`config.mk`:
```
export PLATFORM = sky130hd
export DESIGN_NAME = fp_wb_arbiter_flat
export DESIGN_NICKNAME = d
export VERILOG_FILES = /design/src/rtl/fp_wb_arbiter_if.sv /design/src/rtl/fp_wb_arbiter.sv /design/src/flat_wrapper.sv
export SDC_FILE = /design/constraint.sdc
export NUM_CORES = 1
export LEC_CHECK = 0
export ABC_CLOCK_PERIOD_IN_PS = 5500
export CAP_MARGIN = 20
export CORE_MARGIN = 1.5
export CORE_UTILIZATION = 25
export CTS_CLUSTER_SIZE = 28
export DETAILED_ROUTE_END_ITERATION = 16
export GPL_TIMING_DRIVEN = 0
export PLACE_DENSITY = 0.48
export SLEW_MARGIN = 30
export SYNTH_ARGS = -nofsm -noshare
export SYNTH_HDL_FRONTEND = slang
export SYNTH_SLANG_ARGS = --single-unit
```
`constraint.sdc`:
```
create_clock -name clk -period 5.5 [get_ports clk]
set_input_delay 1.1 -clock clk [delete_from_list [all_inputs] [get_ports clk]]
set_output_delay 1.1 -clock clk [all_outputs]
set_load 0.02 [all_outputs]
```
`src/rtl/fp_wb_arbiter_if.sv`:
```
// Handshake/bus bundle between the FP execution units, the writeback arbiter and the
// FP register file / scoreboard consumers.
interface fp_wb_arbiter_if #(
  parameter int unsigned NUM_UNITS  = 3,
  parameter int unsigned DATA_W     = 32,
  parameter int unsigned REG_ADDR_W = 5,
  parameter int unsigned FLAGS_W    = 5
);
  logic [NUM_UNITS-1:0]                 unit_valid;
  logic [NUM_UNITS-1:0][REG_ADDR_W-1:0] unit_rd;
  logic [NUM_UNITS-1:0][DATA_W-1:0]     unit_data;
  logic [NUM_UNITS-1:0][FLAGS_W-1:0]    unit_fflags;
  logic [NUM_UNITS-1:0]                 unit_ready;
  logic                                 FP_reg_write_p_mux;
  logic [REG_ADDR_W-1:0]                waddr_wb;
  logic [DATA_W-1:0]                    wdata_wb;
  logic [FLAGS_W-1:0]                   fflags_wb;
  logic [NUM_UNITS-1:0][REG_ADDR_W-1:0] all_uu_FP_rd;
  logic [NUM_UNITS-1:0]                 all_uu_FP_valid;

  modport master (
    output unit_valid, unit_rd, unit_data, unit_fflags,
    input  unit_ready, FP_reg_write_p_mux, waddr_wb, wdata_wb, fflags_wb,
    input  all_uu_FP_rd, all_uu_FP_valid
  );

  modport slave (
    input  unit_valid, unit_rd, unit_data, unit_fflags,
    output unit_ready, FP_reg_write_p_mux, waddr_wb, wdata_wb, fflags_wb,
    output all_uu_FP_rd, all_uu_FP_valid
  );
endinterface

```
`src/rtl/fp_wb_arbiter.sv`:
```
// Writeback arbiter for the FP execution units: one holding slot per unit, round-robin
// grant of one slot per cycle into a registered FP register-file write stage.
module fp_wb_arbiter #(
  parameter int unsigned NUM_UNITS  = 3,
  parameter int unsigned DATA_W     = 32,
  parameter int unsigned REG_ADDR_W = 5,
  parameter int unsigned FLAGS_W    = 5
) (
  input  logic           clk,
  input  logic           reset_n,
  fp_wb_arbiter_if.slave bus
);
  localparam int unsigned PtrW = (NUM_UNITS > 1) ? $clog2(NUM_UNITS) : 1;

  logic [NUM_UNITS-1:0]                 slot_valid_q, slot_valid_d;
  logic [NUM_UNITS-1:0][REG_ADDR_W-1:0] slot_rd_q, slot_rd_d;
  logic [NUM_UNITS-1:0][DATA_W-1:0]     slot_data_q, slot_data_d;
  logic [NUM_UNITS-1:0][FLAGS_W-1:0]    slot_fflags_q, slot_fflags_d;
  logic [PtrW-1:0]                      rr_ptr_q, rr_ptr_d;

  logic                  wb_valid_q, wb_valid_d;
  logic [REG_ADDR_W-1:0] wb_addr_q, wb_addr_d;
  logic [DATA_W-1:0]     wb_data_q, wb_data_d;
  logic [FLAGS_W-1:0]    wb_fflags_q, wb_fflags_d;

  logic [NUM_UNITS-1:0] grant;
  logic [NUM_UNITS-1:0] load;
  logic [PtrW-1:0]      gnt_idx;
  logic [PtrW-1:0]      cand;
  logic                 found;

  // Round-robin search starting at the pointer, wrapping past the top slot.
  always_comb begin
    grant   = '0;
    gnt_idx = '0;
    cand    = '0;
    found   = 1'b0;
    for (int unsigned k = 0; k < NUM_UNITS; k++) begin
      cand = PtrW'((32'(rr_ptr_q) + k) % NUM_UNITS);
      if (!found && slot_valid_q[cand]) begin
        found        = 1'b1;
        grant[cand]  = 1'b1;
        gnt_idx      = cand;
      end
    end
  end

  assign bus.unit_ready = ~slot_valid_q | grant;
  assign load           = bus.unit_valid & bus.unit_ready;

  always_comb begin
    slot_valid_d  = slot_valid_q;
    slot_rd_d     = slot_rd_q;
    slot_data_d   = slot_data_q;
    slot_fflags_d = slot_fflags_q;
    rr_ptr_d      = rr_ptr_q;
    wb_valid_d    = 1'b0;
    wb_addr_d     = wb_addr_q;
    wb_data_d     = wb_data_q;
    wb_fflags_d   = wb_fflags_q;

    if (found) begin
      wb_valid_d  = 1'b1;
      wb_addr_d   = slot_rd_q[gnt_idx];
      wb_data_d   = slot_data_q[gnt_idx];
      wb_fflags_d = slot_fflags_q[gnt_idx];
      rr_ptr_d    = (gnt_idx == PtrW'(NUM_UNITS - 1)) ? '0 : gnt_idx + PtrW'(1);
    end

    // A granted slot refilled on the same edge stays occupied, so no bubble.
    for (int unsigned i = 0; i < NUM_UNITS; i++) begin
      slot_valid_d[i] = load[i] | (slot_valid_q[i] & ~grant[i]);
      if (load[i]) begin
        slot_rd_d[i]     = bus.unit_rd[i];
        slot_data_d[i]   = bus.unit_data[i];
        slot_fflags_d[i] = bus.unit_fflags[i];
      end
    end
  end

  always_ff @(posedge clk or negedge reset_n) begin
    if (!reset_n) begin
      slot_valid_q  <= '0;
      slot_rd_q     <= '0;
      slot_data_q   <= '0;
      slot_fflags_q <= '0;
      rr_ptr_q      <= '0;
      wb_valid_q    <= 1'b0;
      wb_addr_q     <= '0;
      wb_data_q     <= '0;
      wb_fflags_q   <= '0;
    end else begin
      slot_valid_q  <= slot_valid_d;
      slot_rd_q     <= slot_rd_d;
      slot_data_q   <= slot_data_d;
      slot_fflags_q <= slot_fflags_d;
      rr_ptr_q      <= rr_ptr_d;
      wb_valid_q    <= wb_valid_d;
      wb_addr_q     <= wb_addr_d;
      wb_data_q     <= wb_data_d;
      wb_fflags_q   <= wb_fflags_d;
    end
  end

  assign bus.FP_reg_write_p_mux = wb_valid_q;
  assign bus.waddr_wb           = wb_addr_q;
  assign bus.wdata_wb           = wb_data_q;
  assign bus.fflags_wb          = wb_fflags_q;
  assign bus.all_uu_FP_rd       = slot_rd_q;
  assign bus.all_uu_FP_valid    = slot_valid_q;
endmodule

```
`src/flat_wrapper.sv`:
```
// flat-port wrapper written by rule: the top's interface ports become plain ports
module fp_wb_arbiter_flat 
#(
  parameter int unsigned NUM_UNITS  = 3,
  parameter int unsigned DATA_W     = 32,
  parameter int unsigned REG_ADDR_W = 5,
  parameter int unsigned FLAGS_W    = 5
)
  (clk, reset_n, bus_unit_valid, bus_unit_rd, bus_unit_data, bus_unit_fflags, bus_unit_ready, bus_FP_reg_write_p_mux, bus_waddr_wb, bus_wdata_wb, bus_fflags_wb, bus_all_uu_FP_rd, bus_all_uu_FP_valid);
  fp_wb_arbiter_if #(.NUM_UNITS(NUM_UNITS), .DATA_W(DATA_W), .REG_ADDR_W(REG_ADDR_W), .FLAGS_W(FLAGS_W)) bus_i ();
  input  logic clk;
  input  logic reset_n;
  input wire logic [$bits(bus_i.unit_valid)-1:0] bus_unit_valid;
  input wire logic [$bits(bus_i.unit_rd)-1:0] bus_unit_rd;
  input wire logic [$bits(bus_i.unit_data)-1:0] bus_unit_data;
  input wire logic [$bits(bus_i.unit_fflags)-1:0] bus_unit_fflags;
  output wire logic [$bits(bus_i.unit_ready)-1:0] bus_unit_ready;
  output wire logic [$bits(bus_i.FP_reg_write_p_mux)-1:0] bus_FP_reg_write_p_mux;
  output wire logic [$bits(bus_i.waddr_wb)-1:0] bus_waddr_wb;
  output wire logic [$bits(bus_i.wdata_wb)-1:0] bus_wdata_wb;
  output wire logic [$bits(bus_i.fflags_wb)-1:0] bus_fflags_wb;
  output wire logic [$bits(bus_i.all_uu_FP_rd)-1:0] bus_all_uu_FP_rd;
  output wire logic [$bits(bus_i.all_uu_FP_valid)-1:0] bus_all_uu_FP_valid;
  assign bus_i.unit_valid = bus_unit_valid;
  assign bus_i.unit_rd = bus_unit_rd;
  assign bus_i.unit_data = bus_unit_data;
  assign bus_i.unit_fflags = bus_unit_fflags;
  assign bus_unit_ready = bus_i.unit_ready;
  assign bus_FP_reg_write_p_mux = bus_i.FP_reg_write_p_mux;
  assign bus_waddr_wb = bus_i.waddr_wb;
  assign bus_wdata_wb = bus_i.wdata_wb;
  assign bus_fflags_wb = bus_i.fflags_wb;
  assign bus_all_uu_FP_rd = bus_i.all_uu_FP_rd;
  assign bus_all_uu_FP_valid = bus_i.all_uu_FP_valid;
  fp_wb_arbiter #(.NUM_UNITS(NUM_UNITS), .DATA_W(DATA_W), .REG_ADDR_W(REG_ADDR_W), .FLAGS_W(FLAGS_W)) u_core (.clk(clk), .reset_n(reset_n), .bus(bus_i));
endmodule
```
==> summary.md <==
| Metric | Value |
|---|---|
| Seq. cell area | 4350 µm² |
| Gr usage total | 18.9% |
| Number of placement rows | 72 |
| Worst-Margin Slew | 913 ps |
| Primary FF master, synth | dfrtp_1 |
| Worst r2r path cells | 10 |
| Sw Share | 48.6% |
| Layout Utilization | 34.0% |
| Status | complete, no violations |
| Area delta synth->final | 33.2% |
| Most frequent cells in the layout | clkdlybuf4s50_1, dfrtp_1, nand3_1, inv_1, nand2_1 |
| Gate power share | 60.1% |
| Final net count | 1,476 |
| Yosys warns | 0 |
| Synth Area in Simple Gates | 17.4% |
| Core ar. | 38,900 µm² |
| Wirelength per Cell | 20.9 µm |
| Seq/Total Area, Yosys | 43.9% |
| Seq cells post-synth | 174 |
| Worst vdd ir | 0.236 mV |
| PortBufs | 193 |
| RSZ-0062 raised after global routing | no |
| Worst setup EP type | output pin |
| DP HPWL | 29.5 mm |
| Setup violators final | 0 |
| Fin crit share | 85.7% |
| Clock Sinks | 174 |
| Setup Buffers After CTS | 0 |
| Leakage Power | 0.00531 µW |
| Die Height | 202 µm |
| MaxCap Viol Count | 0 |
| Fillers | 4,050 |
| Remaining global-route overflow | 0 |
| CTS buffer count | 17 |
| Pwr dens | 766 nW/µm² |
| Clock share of power | 13.6% |
| Ratio of cells with drive above 1 in the final layout | 8.42% |
| Initial core utilization | 25.5% |
| Asr flop ratio synth | 100% |
| Clk_lat worst skew | 440 ps |
| CP Launch Type | flop |
| Slew Limit Fails | 0 |
| Area of the multi-input gates | 4700 µm² |
| Tmin final | 4710 ps |
| Remaining DRCs | 0 |
| Pint | 5210 µW |
| Inst Count DP | 1,840 |
| Vias post-DR | 9,751 |
| Peak fanout along the critical path | 10 |
| Routed WL | 39.1 mm |
| Die Area | 40,900 µm² |
| Cell variety after synth | 42 |
| Synth Area in Compound Gates | 24.3% |
| Mapped Nets | 1,262 |
| Ports | 195 |
| First-pass GRT wire length | 59.7 mm |
| Hold path depth | 1 |
| Post-Synth XOR/XNOR Area | 0% |
| Final hold violations | 0 |
| Number of global-route vias before repair | 9,656 |
| Arr. time, crit path | 3610 ps |
| Clock slew at reported path FFs | 60 ps |
| CTS Hold Bufs | 0 |
| Pre-Repair DR Iteration Count | 5 |
| Peak Freq | 0.212 GHz |
| Antenna-violating nets left | 0 |
| Die W | 202 µm |
| CTS max path bufs | 2 |
| Post-CTS resize count | 0 |
| Largest family of logic cells by synthesized area | compound AO/OA/AOI/OAI gates |
| Type of the most critical hold path | reg -> reg |
| Setup CP Type | reg -> out |
| First DRT Iteration DRCs | 784 |
| Antenna diodes | 0 |
| Vias per cell | 5.21 |
| Sequential share of power | 26.3% |
| Avg Cell Area, Syn | 8.81 µm² |
| Synth Instances | 1,127 |
| Post-route insts no fill | 1,872 |
| Slew HR | 39.0% |
| Adder-Cell Fraction of Synth Area | 0.504% |
| GPL Wtd Cong | 0.812 |
| Synthesized area | 9930 µm² |
| Number of synthesized flops with an enable pin | 0 |
| Root Buffer | clkbuf_16 |
| WHS | 507 ps |
| Htree depth | 4 |
| NetSw | 4920 µW |
| Antenna violations before repair | 0 |
| TritonCTS clock tree | done |
| Clock Skews | 16.5 ps |
| Largest net degree at the start of global routing | 78 |
| Required time worst endpoint | 4400 ps |
| Commonest non-fill, non-tap cell in the layout | clkdlybuf4s50_1 |
| Overall power | 10,100 µW |
| Multiplexer share of the synthesized area | 5.18% |
[layer usage]
metal | GRT usage, % | wire (µm)
met3 | 2.69 | 1480
met4 | 3.68 | 268
met5 | 0 | 0
met1 | 26.6 | 18500
met2 | 31.0 | 18800
[critical path: stages (launching register included)]
cell	delay (ps)
dfrtp_1	400
inv_1	110
ha_1	180
buf_2	220
nand2_1	150
o22ai_2	540
buf_2	410
nand2_1	320
o21ai_0	210
nand2_1	80
clkdlybuf4s50_1	580
[worst paths after layout]
path / startpoint / endpoint / slack (ps)
worst max-delay path: u_core.rr_ptr_q[0] / bus_unit_ready[0] / 790
worst min-delay path: u_core.slot_data_q[72] / u_core.slot_data_q[72] / 510
worst max register to register: u_core.rr_ptr_q[0] / u_core.slot_data_q[28] / 2430
worst min register to register: u_core.slot_data_q[72] / u_core.slot_data_q[72] / 510
max in group asynchronous: reset_n / u_core.bus.wdata_wb[18] / 3900
min in group asynchronous: reset_n / u_core.bus.all_uu_FP_rd[7] / 550
[cells by family after synthesis]
kind of cell,Yosys count
adders and majority gates,4
DFF,174
and+or+nand+nor,363
buffers and inverters,219
AOI/OAI and AO/OA,321
muxes,46
[stage by stage]
step                area, µm²  setup TNS, ps  worst slack, ps
CTS                     13200              0              780
floorplan                9930              0             2260
detailed placement      12600              0             1270
global placement        12500        -831890            -4800
finish                  13200              0              789
global route            13200              0              559
[synth_stat cells, drive strengths merged (43+ instances only)]
cell type / count / area [µm²]
nand3: 127 / 636
dfrtp: 174 / 4350
inv: 90 / 338
o21ai: 48 / 240
nor2: 44 / 165
nand2: 90 / 338
o221ai: 43 / 377
mux2: 43 / 484
a31oi: 85 / 532
nor3: 43 / 215
clkbuf: 87 / 327
[sequential cells by signal, summed over array words and instances (netlist names)]
| register | flops |
|---|---|
| u_core.bus.wdata_wb | 32 |
| u_core.bus.all_uu_FP_rd | 15 |
| u_core.bus.all_uu_FP_valid | 3 |
| u_core.bus.waddr_wb | 5 |
| u_core.rr_ptr_q | 2 |
| u_core.bus.fflags_wb | 5 |
| u_core.bus.FP_reg_write_p_mux | 1 |
| u_core.slot_fflags_q | 15 |
| u_core.slot_data_q | 96 |
[power by group through the flow]
stage	Clock, µW	Sequential [µW]	Combinational (µW)
after floorplan	0	2690	3800
after global placement	0	2660	6020
after detailed placement	0	2680	6090
after CTS	1410	2660	6120
after global routing	1460	2750	6690
final	1380	2660	6080
[layout make-up]
cell class | count | share of cell area [%]
Inverter | 90 | 2.55
Sequential cell | 174 | 32.9
Multi-Input combinational cell | 734 | 35.5
Clock inverter | 10 | 1.39
Tap cell | 518 | 4.90
Buffer | 129 | 4.05
Clock buffer | 22 | 3.59
Timing Repair Buffer | 195 | 15.1
(Power assumes the default switching activity.)
